## config.mk

```make
export PLATFORM = sky130hd
export DESIGN_NAME = la_ioanalog_arb
export DESIGN_NICKNAME = d
export VERILOG_FILES = /design/src/rtl/la_ioanalog_arb.sv
export SDC_FILE = /design/constraint.sdc
export NUM_CORES = 1
export LEC_CHECK = 0
export CELL_PAD_IN_SITES_DETAIL_PLACEMENT = 1
export CELL_PAD_IN_SITES_GLOBAL_PLACEMENT = 2
export CORE_UTILIZATION = 33
export DETAILED_ROUTE_END_ITERATION = 8
export GPL_TIMING_DRIVEN = 1
export PLACE_DENSITY_LB_ADDON = 0.15
export SYNTH_ARGS = -nofsm -noshare
export SYNTH_HDL_FRONTEND = slang
export SYNTH_SLANG_ARGS = --single-unit
```

## constraint.sdc

```tcl
create_clock -name clk -period 2.7 [get_ports clk]
set_clock_uncertainty 0.15 [all_clocks]
set_input_delay 0.54 -clock clk [delete_from_list [all_inputs] [get_ports clk]]
set_output_delay 0.54 -clock clk [all_outputs]
set_load 0.005 [all_outputs]
```

## src/rtl/la_ioanalog_arb.sv

```systemverilog
// Round-robin arbiter for one shared analog pad with break-before-make and settle timing.
// Optional OWN-time limit with sticky err and requester masking: define LA_IOANALOG_ARB_TIMEOUT_EN.
module la_ioanalog_arb #(
  parameter int N         = 4,
  parameter int BREAKCYC  = 2,
  parameter int SETTLECYC = 8,
  parameter int TIMEOUT   = 255
) (
  input  logic                 clk,
  input  logic                 nreset,
  input  logic [N-1:0]         req,
  output logic [N-1:0]         sw_en,
  output logic [N-1:0]         gnt,
  output logic [$clog2(N)-1:0] owner,
  output logic                 busy,
  output logic                 err
);

  localparam int OW    = $clog2(N);
  localparam int MAXBS = (BREAKCYC > SETTLECYC) ? BREAKCYC : SETTLECYC;
  localparam int MAXC  = (MAXBS > TIMEOUT) ? MAXBS : TIMEOUT;
  localparam int CW    = (MAXC > 1) ? $clog2(MAXC) : 1;

  typedef enum logic [1:0] {S_IDLE, S_BREAK, S_SETTLE, S_OWN} state_t;

  state_t          r_state;
  logic [CW-1:0]   r_cnt;
  logic [OW-1:0]   r_owner;
  logic [OW-1:0]   r_ptr;
  logic [N-1:0]    r_sw_en;
  logic [N-1:0]    r_gnt;
  logic            r_busy;

  logic [N-1:0]    w_elig;
  logic [N-1:0]    w_owner_oh;
  logic [OW-1:0]   w_rot_idx [N];
  logic [OW-1:0]   w_win;
  logic [OW-1:0]   w_ptr_next;
  logic            w_req_own;

`ifdef LA_IOANALOG_ARB_TIMEOUT_EN
  logic [N-1:0]    r_mask;
  logic            r_err;
  assign w_elig = req & ~r_mask;
  assign err    = r_err;
`else
  assign w_elig = req;
  assign err    = 1'b0;
`endif

  // Search order starts at r_ptr and wraps past N-1 back to 0.
  for (genvar gi = 0; gi < N; gi++) begin : g_rot
    assign w_rot_idx[gi]  = (int'(r_ptr) + gi >= N) ? OW'(int'(r_ptr) + gi - N)
                                                   : OW'(int'(r_ptr) + gi);
    assign w_owner_oh[gi] = (r_owner == OW'(gi));
  end

  always_comb begin
    w_win = '0;
    for (int i = N - 1; i >= 0; i--) begin
      if (w_elig[w_rot_idx[i]]) w_win = w_rot_idx[i];
    end
  end

  assign w_ptr_next = (r_owner == OW'(N - 1)) ? '0 : r_owner + OW'(1);
  assign w_req_own  = req[r_owner];

  always_ff @(posedge clk) begin
    if (!nreset) begin
      r_state <= S_IDLE;
      r_cnt   <= '0;
      r_owner <= '0;
      r_ptr   <= '0;
      r_sw_en <= '0;
      r_gnt   <= '0;
      r_busy  <= 1'b0;
`ifdef LA_IOANALOG_ARB_TIMEOUT_EN
      r_mask  <= '0;
      r_err   <= 1'b0;
`endif
    end else begin
`ifdef LA_IOANALOG_ARB_TIMEOUT_EN
      // A masked requester becomes eligible again once it has been seen low.
      r_mask <= r_mask & req;
`endif
      case (r_state)
        S_IDLE: begin
          if (|w_elig) begin
            r_owner <= w_win;
            r_cnt   <= CW'(BREAKCYC - 1);
            r_busy  <= 1'b1;
            r_state <= S_BREAK;
          end
        end
        S_BREAK: begin
          if (!w_req_own) begin
            r_busy  <= 1'b0;
            r_state <= S_IDLE;
          end else if (r_cnt == '0) begin
            r_sw_en <= w_owner_oh;
            r_cnt   <= CW'(SETTLECYC - 1);
            r_state <= S_SETTLE;
          end else begin
            r_cnt <= r_cnt - CW'(1);
          end
        end
        S_SETTLE: begin
          // Aborting here keeps ptr so the same requester is favoured next time.
          if (!w_req_own) begin
            r_sw_en <= '0;
            r_busy  <= 1'b0;
            r_state <= S_IDLE;
          end else if (r_cnt == '0) begin
            r_gnt   <= w_owner_oh;
            r_cnt   <= CW'(TIMEOUT - 1);
            r_state <= S_OWN;
          end else begin
            r_cnt <= r_cnt - CW'(1);
          end
        end
        S_OWN: begin
          if (!w_req_own) begin
            r_sw_en <= '0;
            r_gnt   <= '0;
            r_busy  <= 1'b0;
            r_ptr   <= w_ptr_next;
            r_state <= S_IDLE;
          end
`ifdef LA_IOANALOG_ARB_TIMEOUT_EN
          else if (r_cnt == '0) begin
            r_sw_en <= '0;
            r_gnt   <= '0;
            r_busy  <= 1'b0;
            r_ptr   <= w_ptr_next;
            r_err   <= 1'b1;
            r_mask  <= (r_mask & req) | w_owner_oh;
            r_state <= S_IDLE;
          end else begin
            r_cnt <= r_cnt - CW'(1);
          end
`endif
        end
        default: begin
          r_sw_en <= '0;
          r_gnt   <= '0;
          r_busy  <= 1'b0;
          r_state <= S_IDLE;
        end
      endcase
    end
  end

  assign sw_en = r_sw_en;
  assign gnt   = r_gnt;
  assign owner = r_owner;
  assign busy  = r_busy;

endmodule
```

# == After elaboration in Yosys (flattened, before gate mapping) ==
# Cells that the tools add are included.
# word_totals
regBits,23
latchBits,0
ramBits,0
romBits,0
in_bits,6
out_inout_bits,12
wordCells,98
memories,0
# classes
addsub,9
multipliers,0
div,0
order_cmp,9
eq_ne,16
shifts,0
mux,40
bitwise,1
reduce_logical,16
# op_table
operator,count
two-way mux 8 bit,5
two-way mux 2 bit,15
case mux 8 bit (3 select lines),1
inequality test 2 bit (second input constant),8
case mux 4 bit (2 select lines),2
AND reduction 4 bit,4
less-than comparator 2 x 3 -> 1 bit (second input constant),5
two-way mux 4 bit,3
binary-select mux 1 bit (select 2 bit),5
>= comparator 3 bit (second input constant),3
== test 2 bit (second input constant),4
logical NOT 8 bit,1
case mux 2 bit (4 select lines),1
subtractor 2 x 1 -> 2 bit (second input constant),4
subtractor 8 x 1 -> 8 bit (second input constant),1
two-way mux 1 bit,7
adder 2 x 2 -> 3 bit (second input constant),2
inequality test 3 bit (second input constant),2
AND reduction 2 bit,3
== test 2 x 1 -> 1 bit (second input constant),2
logical NOT 2 bit,2
nonzero test 2 bit,2
OR reduction 4 bit,1
adder 2 x 1 -> 3 bit (second input constant),1
other kinds (7),7

# == Depth between registers and ports, before layout ==
# Gate-level depths: netlist (run 1).
# logic_depth
ltp_word,9
mapped_depth,7

# == Worst setup path before layout (run 1) ==
# OpenSTA, ideal clock, no wires.
# synth_timing
kind,input-to-reg
start,input req[3]
end,register r_cnt[7]
t_arrival_ns,1.764
path_slack_ns,0.660
path_stages,5
cell_sequence,mux4_2 > o221ai_4 > a21oi_2 > a31o_1 > o2bb2ai_1
# synth_between
elab_chain_len,4
elab_cells_between_ends,7
# synth_rtl
element,line,text
start: declaration,11,"input logic [N-1:0] req,"
binary-select mux 1 bit (select 2 bit),66,assign w_req_own = req[r_owner];
two-way mux 1 bit (implied by the code),66,
inequality test 2 bit (no line),-,
AND reduction 4 bit (no line) *,-,
end signal: assignment,90,r_cnt <= CW'(BREAKCYC - 1);
end signal: assignment,101,r_cnt <= CW'(SETTLECYC - 1);
end signal: assignment,104,r_cnt <= r_cnt - CW'(1);
end: declaration,27,logic [CW-1:0] r_cnt;
# Every way passes the cells marked *; elsewhere a longest branch is shown, timed or not. The select of a mux whose other input is x is not followed.
# A chain may end at the register's enable or synchronous reset.

# == Worst setup path after layout (run 1) ==
# layout_timing
start,input req[1]
end,register r_cnt[7]
# Same word-level chain as after synthesis.

==> reports/metrics.yaml, run 1 <==
outcome:
  status: "completed"
worst_setup_path:
  max_stage_delay_ns: 0.62
  cp_top_family: "compound AO/OA/AOI/OAI gates"
  startpoint_type: "primary input"
  crit_required_ns: 2.70
  worst-path-buf-inv: 1
  crit_path_end_kind: "flop"
  crit_arrival_ns: 2.38
  path_cells: "clkdlybuf4s50_1 > mux4_2 > o221ai_4 > a21oi_2 > a31o_1 > o2bb2ai_1"
  path_class: "in2reg"
  crit_slowest_cell: "mux4_2"
  critPathMaxFanout: 9
global_routing:
  use_met2_pct: 28.7
  grt_start_max_net_pins: 14
  antenna_found_initial: 0
  grt_pass1_wl_mm: 6.42
  overflow: 0
  met1_usage_pct: 26.9
  grtUsageTotal_pct: 18.8
  grt_pass1_vias: 1304
  use_met3_pct: 3.04
  busiest_layer: "met2"
detailed_routing:
  ant_nets: 0
  drc: 0
  drt-initial-drc-count: 37
  first_pass_iters: 4
  wire_per_inst_um: 15.7
  vias: 1248
  vias_per_cell: 5.31
  wirelength_mm: 3.70
timing:
  worst_slew_pin_slew_ns: 0.656
  drv_slew: 0
  setup_tns_ns: 0
  relSlewSlack_pct: 55.9
  hold_viol: 0
  min_period_ns: 2.38
  setup_violations: 0
  timing.final.crit_share_pct: 88.1
  rsz0062_at_grt: "no"
  fmax_mhz: 420
clock_tree:
  clk_pin_slew_worst_paths_ns: 0.09
  cts_buffers: 3
  cts_tree: "done"
  postCtsSetupRepairBufs: 0
  htree_levels: 1
  clkLatencyLatePin_ns: 0.27
  cts.path.max_buffers: 2
  cts-root-buf: "clkbuf_8"
  clock_sinks: 23
  postCtsResizedCells: 0
  hold_buffers: 0
logic_synthesis:
  postSynthCellCount: 162
  synthTopCellsByArea: "dfxtp_1 32%, ha_1 11%, a21oi_1 5.6%, o21ai_0 3.9%, a32o_1 3.5%"
  syn_nets: 180
  async_flop_share_pct: 0
  synth_top_area_cell: "dfxtp_1"
  syn_area_per_cell_um2: 8.79
  synth-edff-count: 0
  ys_ff_latch: 23
  netlist_area_mm2: 0.00142
  yosys_warnings: 0
  yosysMostFrequentCell: "dfxtp_1"
  synth_cell_types: 46
  dominantRegCellSynth: "dfxtp_1"
  yosys-top-cells-count: "23 x dfxtp_1, 16 x a21oi_1, 12 x ha_1, 12 x nor2_1"
  synth_top_area_share_pct: 32.3
  ys_seq_area_share_pct: 32.3
placement:
  dpl.hpwl_mm: 2.87
  place_congestion: 0.848
  port_buffers: 16
power_and_ir_drop:
  p_leak_uw: 0.000668
  pwr_density_cell_mw_per_mm2: 644
  peakVddDrop_uv: 303
cells_and_area:
  area_growth_pct: 21.0
  drive_gt1_share_pct: 13.5
  nets: 204
  diodes: 0
  postLayoutCoreUtil_pct: 42.5
floorplanning:
  core-area_mm2: 0.00406
  num_rows: 23
  fp.dieW_um: 67.7
  die_h_um: 67.7
  die-area_mm2: 0.00458
  boundaryPins: 18
  initial_utilization_pct: 35.1
hold_path:
  hold_path.class: "reg2reg"
job:
  maxCapViolCount: 0
## layout by cell type (no fill, tap or decap), drive strengths merged, types with 2 or more instances in the layout
| master | instances |
|---|---|
| o22ai | 2 |
| o21ai | 11 |
| buf | 6 |
| o221ai | 2 |
| clkdlybuf4s50 | 16 |
| a32o | 5 |
| nor3 | 6 |
| ha | 12 |
| a22oi | 4 |
| nand3 | 2 |
| a21boi | 4 |
| dfxtp | 23 |
| nand2 | 11 |
| or2 | 2 |
| inv | 11 |
| nor2b | 9 |
| nand2b | 3 |
| clkbuf | 3 |
| a21oi | 17 |
| nor2 | 12 |
| and2 | 3 |
## metal layers
metal | routed length, µm | part of all wire (%)
met3 | 64 | 1.7
met4 | 25 | 0.68
met2 | 1620 | 44
met5 | 0 | 0
met1 | 1980 | 54
## state kept, by name, indices dropped and copies added (netlist names)
signal and cells:
gnt 4, sw_en 4, r_cnt 8, busy 1, r_state 2, r_ptr 2
owner 2
## path summary, 6_finish.rpt
check	from	to	slack (ns)	depth (start not counted)
worst min register to register	busy$_SDFFE_PN0P_	busy$_SDFFE_PN0P_	0.35	2
worst max-delay path	req[1]	r_cnt[7]$_SDFFE_PN0P_	0.32	6
worst max register to register	owner[0]$_SDFFE_PN0P_	r_cnt[7]$_SDFFE_PN0P_	0.57	5
worst min-delay path	busy$_SDFFE_PN0P_	busy$_SDFFE_PN0P_	0.35	2
## power by group
| part | switching [µW] | internal [µW] | total, µW |
|---|---|---|---|
| Combinational | 262 | 204 | 466 |
| Sequential | 42.4 | 373 | 415 |
| Clock | 124 | 103 | 227 |
## area by class of cell
type,count,area (µm²)
clock buffers,3,41.3
clock inverters,1,5.00
fillers,484,2330
inverters,11,41.3
multi-input cells,125,907
flip-flops and latches,23,460
well taps,50,62.6
repair buffers,22,205
## worst reg2reg max path, delay by kind of cell (launching register included)
family | cells | cell delay, ns
AO/OA/AOI/OAI | 4 | 0.71
flip-flops | 1 | 0.48
multiplexers | 1 | 0.67
## metrics by stage
stage               instances  cell area (µm²)  hold slack, ns  worst slack [ns]  power (µW)
global route              235             1720           0.383             0.225        1200
CTS                       235             1720           0.357             0.326        1110
finish                    235             1720           0.346             0.320        1110
floorplan                 162             1420           0.322             0.660         736
global placement          231             1680           0.321            0.0980         882
detailed placement        231             1680           0.340            0.0330         889
## kinds of logic after synthesis
| group | share of synthesized area [%] |
|---|---|
| mux | 2.28 |
| buf+inv | 3.95 |
| simple gates | 23.2 |
| other cells | 0.263 |
| fa+ha+maj | 10.5 |
| compound gates | 27.4 |
| flops | 32.3 |
No activity file was read; power rests on OpenSTA's default activity.
==> run 2, diff against run 1 <==
GPL_TIMING_DRIVEN = 0   (was 1)
HOLD_SLACK_MARGIN = 0.1   (was not set)
==> reports/metrics.yaml, run 2 (same netlist as run 1, synthesis figures left out) <==
detailed_routing:
  wire_per_inst_um: 16.7  # +5.9%
  ant_nets: 0  # unchanged
  first_pass_iters: 4  # unchanged
  vias_per_cell: 5.42  # +2.0%
  wirelength_mm: 3.86  # +4.6%
  vias: 1257  # +0.72%
  drt-initial-drc-count: 32  # -14%
  drc: 0  # unchanged
timing:
  hold_ws_ns: 0.354  # +0.00834 ns
  setup_tns_ns: 0  # unchanged
  fin_ws_ns: 0.207  # -0.113 ns
  fmax_mhz: 401  # -4.5%
  min_period_ns: 2.49  # +0.113 ns
  rsz0062_at_grt: "no"
  setup_violations: 0  # unchanged
  timing.final.crit_share_pct: 92.3  # +4.2 points
  relSlewSlack_pct: 55.5  # -0.41 points
  worst_slew_pin_slew_ns: 0.662  # +0.00608 ns
  drv_slew: 0  # unchanged
  hold_viol: 0  # unchanged
worst_setup_path:
  r2r-end: "r_cnt[0]$_SDFFE_PN0P_"
  path_class: "in2reg"
  r2r_slack_ns: 0.36  # -0.21 ns
  crit_required_ns: 2.70  # about the same
  crit_path_end_kind: "flop"
  critPathMaxFanout: 9  # unchanged
  startpoint_type: "primary input"
  crit_arrival_ns: 2.49  # +0.11 ns
  critPathCapture: "r_cnt[7]$_SDFFE_PN0P_"
  critPathLaunch: "req[3]"
  r2r_start: "r_state[0]$_SDFFE_PN0P_"
  rr_worst_depth: 7  # +2
placement:
  port_buffers: 16  # unchanged
  dp_cells: 228  # -1.3%
  dpl.hpwl_mm: 2.87  # +0.21%
  post-place-ws_ns: -0.0827  # -0.116 ns
  place_congestion: 0.810  # -4.5%
cells_and_area:
  drive_gt1_share_pct: 11.0  # -2.5 points
  postLayoutCoreUtil_pct: 41.7  # -0.74 points
  nets: 201  # -1.5%
  area_growth_pct: 18.9
  n_fill_cell: 499  # +3.1%
  finalNonFillerCells: 232  # -1.3%
  regMostFlops: "r_cnt"
  diodes: 0  # unchanged
  final_cell_mix: "23 x dfxtp_1, 16 x a21oi_1, 16 x clkdlybuf4s50_1, 12 x nor2_1, 12 x ha_1"
  final_common_cell: "dfxtp_1"
  largest_register_ffs: 8  # unchanged
clock_tree:
  cts.path.max_buffers: 2  # unchanged
  postCtsSetupRepairBufs: 0  # unchanged
  clk_pin_slew_worst_paths_ns: 0.09  # about the same
  clock_sinks: 23  # unchanged
  clkLatencyLatePin_ns: 0.27  # about the same
  hold_buffers: 0  # unchanged
  htree_levels: 1  # unchanged
  postCtsResizedCells: 0  # unchanged
  cts_buffers: 3  # unchanged
  cts-root-buf: "clkbuf_8"
  cts_tree: "done"
floorplanning:
  boundaryPins: 18  # unchanged
  num_rows: 23  # unchanged
  initial_utilization_pct: 35.1  # unchanged
  die_h_um: 67.7  # unchanged
  fp.dieW_um: 67.7  # unchanged
  core-area_mm2: 0.00406  # unchanged
  die-area_mm2: 0.00458  # unchanged
power_and_ir_drop:
  peakVddDrop_uv: 337  # +11%
  p_leak_uw: 0.000647  # -3.2%
  pwr_density_cell_mw_per_mm2: 641  # -0.45%
global_routing:
  grtUsageTotal_pct: 19.2  # +0.43 points
  overflow: 0  # unchanged
  grt_pass1_vias: 1320  # +1.2%
  grt_start_max_net_pins: 14  # unchanged
  grt_pass1_wl_mm: 6.51  # +1.4%
  antenna_found_initial: 0  # unchanged
job:
  maxCapViolCount: 0  # unchanged
outcome:
  status: "completed"
hold_path:
  hold_path.class: "reg2reg"
-- run 2: changes by cell type in the layout (fill, tap and decap cells not counted) --
cell,delta
buf_4,-5
clkbuf_1,+2
-- run 2: worst max-delay path, stage by stage --
cell and delay, ns:
clkdlybuf4s50_1 0.49, mux4_2 0.64, o221ai_4 0.40, a21oi_2 0.07, a31o_1 0.23, o2bb2ai_1 0.11
-- run 2: per-stage QoR --
step / instance area, µm² / power, µW
floorplan: 1420 / 736
global placement: 1650 / 856
detailed placement: 1650 / 870
CTS: 1690 / 1100
global route: 1690 / 1180
finish: 1690 / 1080
-- run 2: report_power, final --
part	switching, µW	internal [µW]
registers	43.1	373
clock network	121	103
logic	259	186
-- run 2: final cells by class --
type                       count  area [µm²]  share of cell area [%]
multi-input combinational    125         907                    53.6
sequential                    23         460                    27.2
timing repair buffer          16         160                    9.46
tap                           50        62.6                    3.70
clock buffer                   3        41.3                    2.44
inverter                      11        41.3                    2.44
buffer                         3        15.0                   0.887
clock inverter                 1        5.00                   0.296
-- run 2: worst min-delay path by stage --
| stage | startpoint | to | cells past startpoint |
|---|---|---|---|
| 5_1_grt | gnt[3]$_SDFFE_PN0P_ | gnt[3]$_SDFFE_PN0P_ | 1 |
| 6_report | gnt[3]$_SDFFE_PN0P_ | gnt[3]$_SDFFE_PN0P_ | 1 |
| 3_3_place_gp | busy$_SDFFE_PN0P_ | busy$_SDFFE_PN0P_ | 2 |
| 2_1_floorplan | busy$_SDFFE_PN0P_ | busy$_SDFFE_PN0P_ | 2 |
| 3_5_place_dp | gnt[3]$_SDFFE_PN0P_ | gnt[3]$_SDFFE_PN0P_ | 1 |
| 4_1_cts | gnt[3]$_SDFFE_PN0P_ | gnt[3]$_SDFFE_PN0P_ | 1 |
-- run 2: metal layers --
layer	routed length [µm]	part of all wire, %	track usage, %	up-vias
met3	65	1.7	2.53	2
met2	1790	46	31.2	14
li1	-	-	-	631
met4	32	0.83	5.59	0
met5	0	0	0	-
met1	1970	51	26.1	610
==> run 3, diff against run 2 <==
SKIP_LAST_GASP = 1   (was not set)
==> results of run 3 <==
Final layout, timing and power as in run 2 (identical DEF).
==> patch 1, RTL diff (flow settings as in run 3) <==
The 4 states of `state_t` get a one-hot encoding in 4 bits.
--- a/src/rtl/la_ioanalog_arb.sv
+++ b/src/rtl/la_ioanalog_arb.sv
@@ -22,5 +22,5 @@
   localparam int CW    = (MAXC > 1) ? $clog2(MAXC) : 1;
 
-  typedef enum logic [1:0] {S_IDLE, S_BREAK, S_SETTLE, S_OWN} state_t;
+  typedef enum logic [3:0] {S_IDLE = 4'b0001, S_BREAK = 4'b0010, S_SETTLE = 4'b0100, S_OWN = 4'b1000} state_t;
 
   state_t          r_state;
Behaviour: no difference found for any inputs over 10 cycles, from zero or initial values and one cycle with nreset low; not proved beyond that.
==> patch 1 against run 3 <==
- sequential cell count is 2 higher
- power is 11% lower
- final area is 3.0% higher
- combinational power is 29% lower
- final cell count is 5.6% higher
- setup slack worse by 29 ps
- sequential share of layout area is 1.5 points higher
- wire length is 3.7% higher
- area after synthesis is 4.1% higher
- critical path type unchanged
- largest cell class unchanged
==> patch 1: results (changes against run 3) <==
[outcome]
status=completed

[cts]
htree_levels=1  ; unchanged
worst_skew_pair.late_latency_ps=270  ; about the same

[layout]
antenna-diode-count=0  ; unchanged
nets_finish=205  ; +2.0%
post_route_cells_drive_above_1_share_pct=10.36  ; -0.63 points

[worst_setup_path]
critical_path.max_fanout=10  ; +1
worst_ep_arrival_ps=2540  ; +50 ps

[synthesis]
synth.area.top_cells=sky130_fd_sc_hd__dfxtp_1 34%, sky130_fd_sc_hd__a21oi_1 4.4%, sky130_fd_sc_hd__ha_1 4.2%
yosys.cell_types.count=49  ; +6.5%
synth_seq_area_share_pct=33.76  ; +1.4 points
synth.net_count=185  ; +2.8%
synth.top_cells.by_count=25 x sky130_fd_sc_hd__dfxtp_1, 15 x sky130_fd_sc_hd__nand2_1, 13 x sky130_fd_sc_hd__a21oi_1, 13 x sky130_fd_sc_hd__nor2_1, 12 x sky130_fd_sc_hd__o21ai_0

[place]
io_buffers=15  ; -1
pre_cts_ws_ps=-124.2  ; -41.57 ps
place_area_um2=1698  ; +3.1%
hpwl_um=3009  ; +4.7%
gp_routability_congestion=0.7772  ; -4.1%

[global_route]
globalRouteTotalUtil_pct=17.82  ; -1.4 points
global_route_wire_length_before_repair_um=6989  ; +7.3%

[drt]
drt-total-wl_um=4007  ; +3.7%
routed-via-count=1362  ; +8.4%
drt-pass1-iter-count=4  ; unchanged
drt-initial-drc-count=57  ; +78%

[pwr]
ir_drop_uv=267.4  ; -21%
power.leakage_nw=0.6225  ; -3.8%

[sta]
max-slew-margin-rel_pct=36.38  ; -19 points

[patch 1: changes by cell type after synthesis, sizes merged, moves of 4 or more]
| cell | delta |
|---|---|
| buf | +5 |
| a32o | -4 |
| nand2 | +4 |
| inv | -5 |
| nand4 | +4 |
| ha | -7 |
| o21a | +4 |
[patch 1: final timing paths]
check,from,cells past startpoint,slack (ps),to
min,gnt[0],2,320,gnt[0]
max,req[0],6,180,r_cnt[5]
min reg2reg,gnt[0],2,320,gnt[0]
max reg2reg,owner[0],6,490,gnt[3]
[patch 1: worst max-delay path, cell delays in order]
cell and delay, ps:
sky130_fd_sc_hd__clkdlybuf4s50_1 500, sky130_fd_sc_hd__or4_1 670, sky130_fd_sc_hd__a32oi_1 260, sky130_fd_sc_hd__buf_2 260
sky130_fd_sc_hd__nor2_1 70, sky130_fd_sc_hd__o221a_2 240
[patch 1: cells by family after synthesis]
logic type | synth area share (%)
AND/OR/NAND/NOR | 27.43
AO/OA/AOI/OAI | 25.07
flip-flops | 33.76
buffers and inverters | 5.147
adder cells (fa/ha/maj) | 4.219
multiplexers | 3.544
other | 0.2529
XOR/XNOR | 0.5908
[patch 1: area by class of cell]
class	count	area, um^2
Tap cell	52	65.06
Clock buffer	4	45.04
Timing Repair Buffer	15	150.1
Sequential cell	25	500.5
Inverter	6	22.52
Fill cell	539	2581
Multi-Input combinational cell	133	905.9
Buffer	10	53.80
[patch 1: where the power goes]
group / internal (mW) / switching [mW] / leakage [nW]
logic: 0.128 / 0.186 / 0.397
clock network: 0.106 / 0.124 / 0.0228
registers: 0.393 / 0.0297 / 0.203
total: 0.627 / 0.339 / 0.623
[patch 1: stage by stage]
stage	total power [mW]	TNS (ps)	std cells	hold WS (ps)
after global placement	0.7338	-217.9	241	300.9
after global routing	1.027	0	245	345.1
after floorplan	0.6555	0	174	302.5
after CTS	0.9820	0	245	326.7
final	0.9659	0	245	323.6
after detailed placement	0.7469	-542.1	241	312.2
[patch 1: layer usage]
metal	vias to the layer above	GRT usage [%]	wire length, um
li1	673	-	-
met1	668	21.96	1832
met2	17	32.69	2056
met3	4	1.754	76
met4	0	4.762	41
met5	-	0	0
==> patch 2, RTL diff (flow settings as in run 3) <==
Made on the original files. `N`: 4 -> 16.
--- a/src/rtl/la_ioanalog_arb.sv
+++ b/src/rtl/la_ioanalog_arb.sv
@@ -2,5 +2,5 @@
 // Optional OWN-time limit with sticky err and requester masking: define LA_IOANALOG_ARB_TIMEOUT_EN.
 module la_ioanalog_arb #(
-  parameter int N         = 4,
+  parameter int N         = 16,
   parameter int BREAKCYC  = 2,
   parameter int SETTLECYC = 8,
Interface: changed (resized gnt, owner, req and sw_en); port bits go from 18 to 56. No check against the original RTL was run, so the function may have changed too.
==> patch 2 against run 3 <==
- the run now ends with negative setup slack left
- via count rose to 4.0 times the old value
- global-route usage grew 3.9 points
- area after synthesis increased to 3.6 times the old value
- setup slack lost 1100 ps
- power rose to 3.3 times the old value
- maximum frequency down 30%
- wire length increased to 4.8 times the old value
- final area increased to 3.9 times the old value
- sequential cell count up 28
- largest cell class unchanged
- highest routed layer unchanged
==> patch 2: results (changes against run 3) <==
[synthesis]
synth.area.top_cells=sky130_fd_sc_hd__dfxtp_1 20%, sky130_fd_sc_hd__mux4_2 15%, sky130_fd_sc_hd__mux2i_1 8.6%
synth.net_count=599  ; +230%
synth.top_cells.by_count=68 x sky130_fd_sc_hd__nor2_1, 51 x sky130_fd_sc_hd__dfxtp_1, 44 x sky130_fd_sc_hd__mux2i_1
synth_seq_area_share_pct=19.99  ; -12 points
yosys.cell_types.count=79  ; +72%
synthesis.area_per_instance_um2=9.072  ; +3.2%

[layout]
post_route_cells_drive_above_1_share_pct=29.91  ; +19 points
final.fill_count=1725  ; +250%
layout-area-overhead-vs-synth_pct=30.38
nets_finish=687  ; +240%

[global_route]
global_route_wire_length_before_repair_um=28720  ; +340%
globalRouteTotalUtil_pct=23.15  ; +3.9 points
grt_max_degree=18  ; +4
via_count_of_the_first_global_routing_pass=4983  ; +280%

[sta]
setup_viol_count_final=37  ; +37
timing_worst_slew_pin_value_ps=942.2  ; +280.1 ps
fin_ws_ps=-851.7  ; -1059 ps
finalSetupTns_ps=-8887  ; -8887 ps
hold-worst-slack_ps=324.3  ; -30.13 ps

[pwr]
power.leakage_nw=2.439  ; +280%
ir_drop_uv=336.5  ; -0.27%

[worst_setup_path]
timing.critical_path.slowest_cell_delay_ps=590  ; -50 ps
reg2regPathDepth=12  ; +5
timing.rr.start=r_ptr[1]
worst_ep_arrival_ps=3610  ; +1120 ps
critical-path-top-delay-family=multiplexers
rr_endpoint=owner[3]

[drt]
routed-via-count=4978  ; +300%
drt-pass1-iter-count=5  ; +1
post_drt_wl_per_cell_um=22.12  ; +33%

[hold_path]
min_delay_worst_endpoint=sw_en[2]
hold_path_startpoint=sw_en[2]
whs_path_depth=2  ; +1

[place]
io_buffers=38  ; +22
dp.cells=789  ; +250%
pre_cts_ws_ps=-1390  ; -1307 ps
gp_routability_congestion=0.8320  ; +2.7%

[cts]
worst_skew_pair.late_latency_ps=300  ; +30 ps
htree_levels=2  ; +1

[outcome]
failing_checks=negative setup slack
status=complete, but fails checks

-- patch 2: worst max-delay path by stage --
stage / from / to / slack, ps / cells after the start
final: r_ptr[1] / owner[3] / -850 / 12
after global routing: r_ptr[1] / owner[2] / -920 / 13
after CTS: r_ptr[1] / owner[2] / -820 / 14
after floorplan: r_ptr[1] / owner[3] / -680 / 13
after global placement: r_ptr[2] / owner[3] / -1380 / 13
after detailed placement: r_ptr[2] / owner[2] / -1390 / 13
-- patch 2: power by group --
part | internal (mW) | switching, mW
combinational | 0.849 | 1.06
sequential | 0.844 | 0.107
clock | 0.405 | 0.319
-- patch 2: area by class of cell --
cell class	instances	area share (%)
multi-input combinational	444	59.88
clock inverter	2	0.2443
tap	188	3.533
timing repair buffer	82	10.77
buffer	51	6.840
sequential	51	15.43
clock buffer	6	2.255
inverter	16	1.052
-- patch 2: repair_timing --
action / in CTS / in global routing
setup endpoints to repair: 45 / 45
buffers inserted: 33 / 10
gates cloned: 1 / 0
resized for setup: 45 / 15
hold buffers: 0 / 0
pin swaps: 12 / 6
-- patch 2: cell families after synthesis --
group,Yosys count,share of synthesized area (%)
AO/OA/AOI/OAI,130,19.03
XOR/XNOR,14,2.695
adder cells (fa/ha/maj),18,4.410
buffers and inverters,68,6.810
flip-flops,51,19.99
multiplexers,96,28.37
other,1,0.07342
AND/OR/NAND/NOR,185,18.62
-- patch 2: metal layers --
layer / vias to the layer above / part of all wire [%] / track usage, %
met5: - / 0 / 0
met4: 0 / 1.3 / 4.111
met3: 21 / 3.2 / 2.615
met2: 112 / 47 / 37.80
met1: 2558 / 48 / 33.15
li1: 2287 / - / -
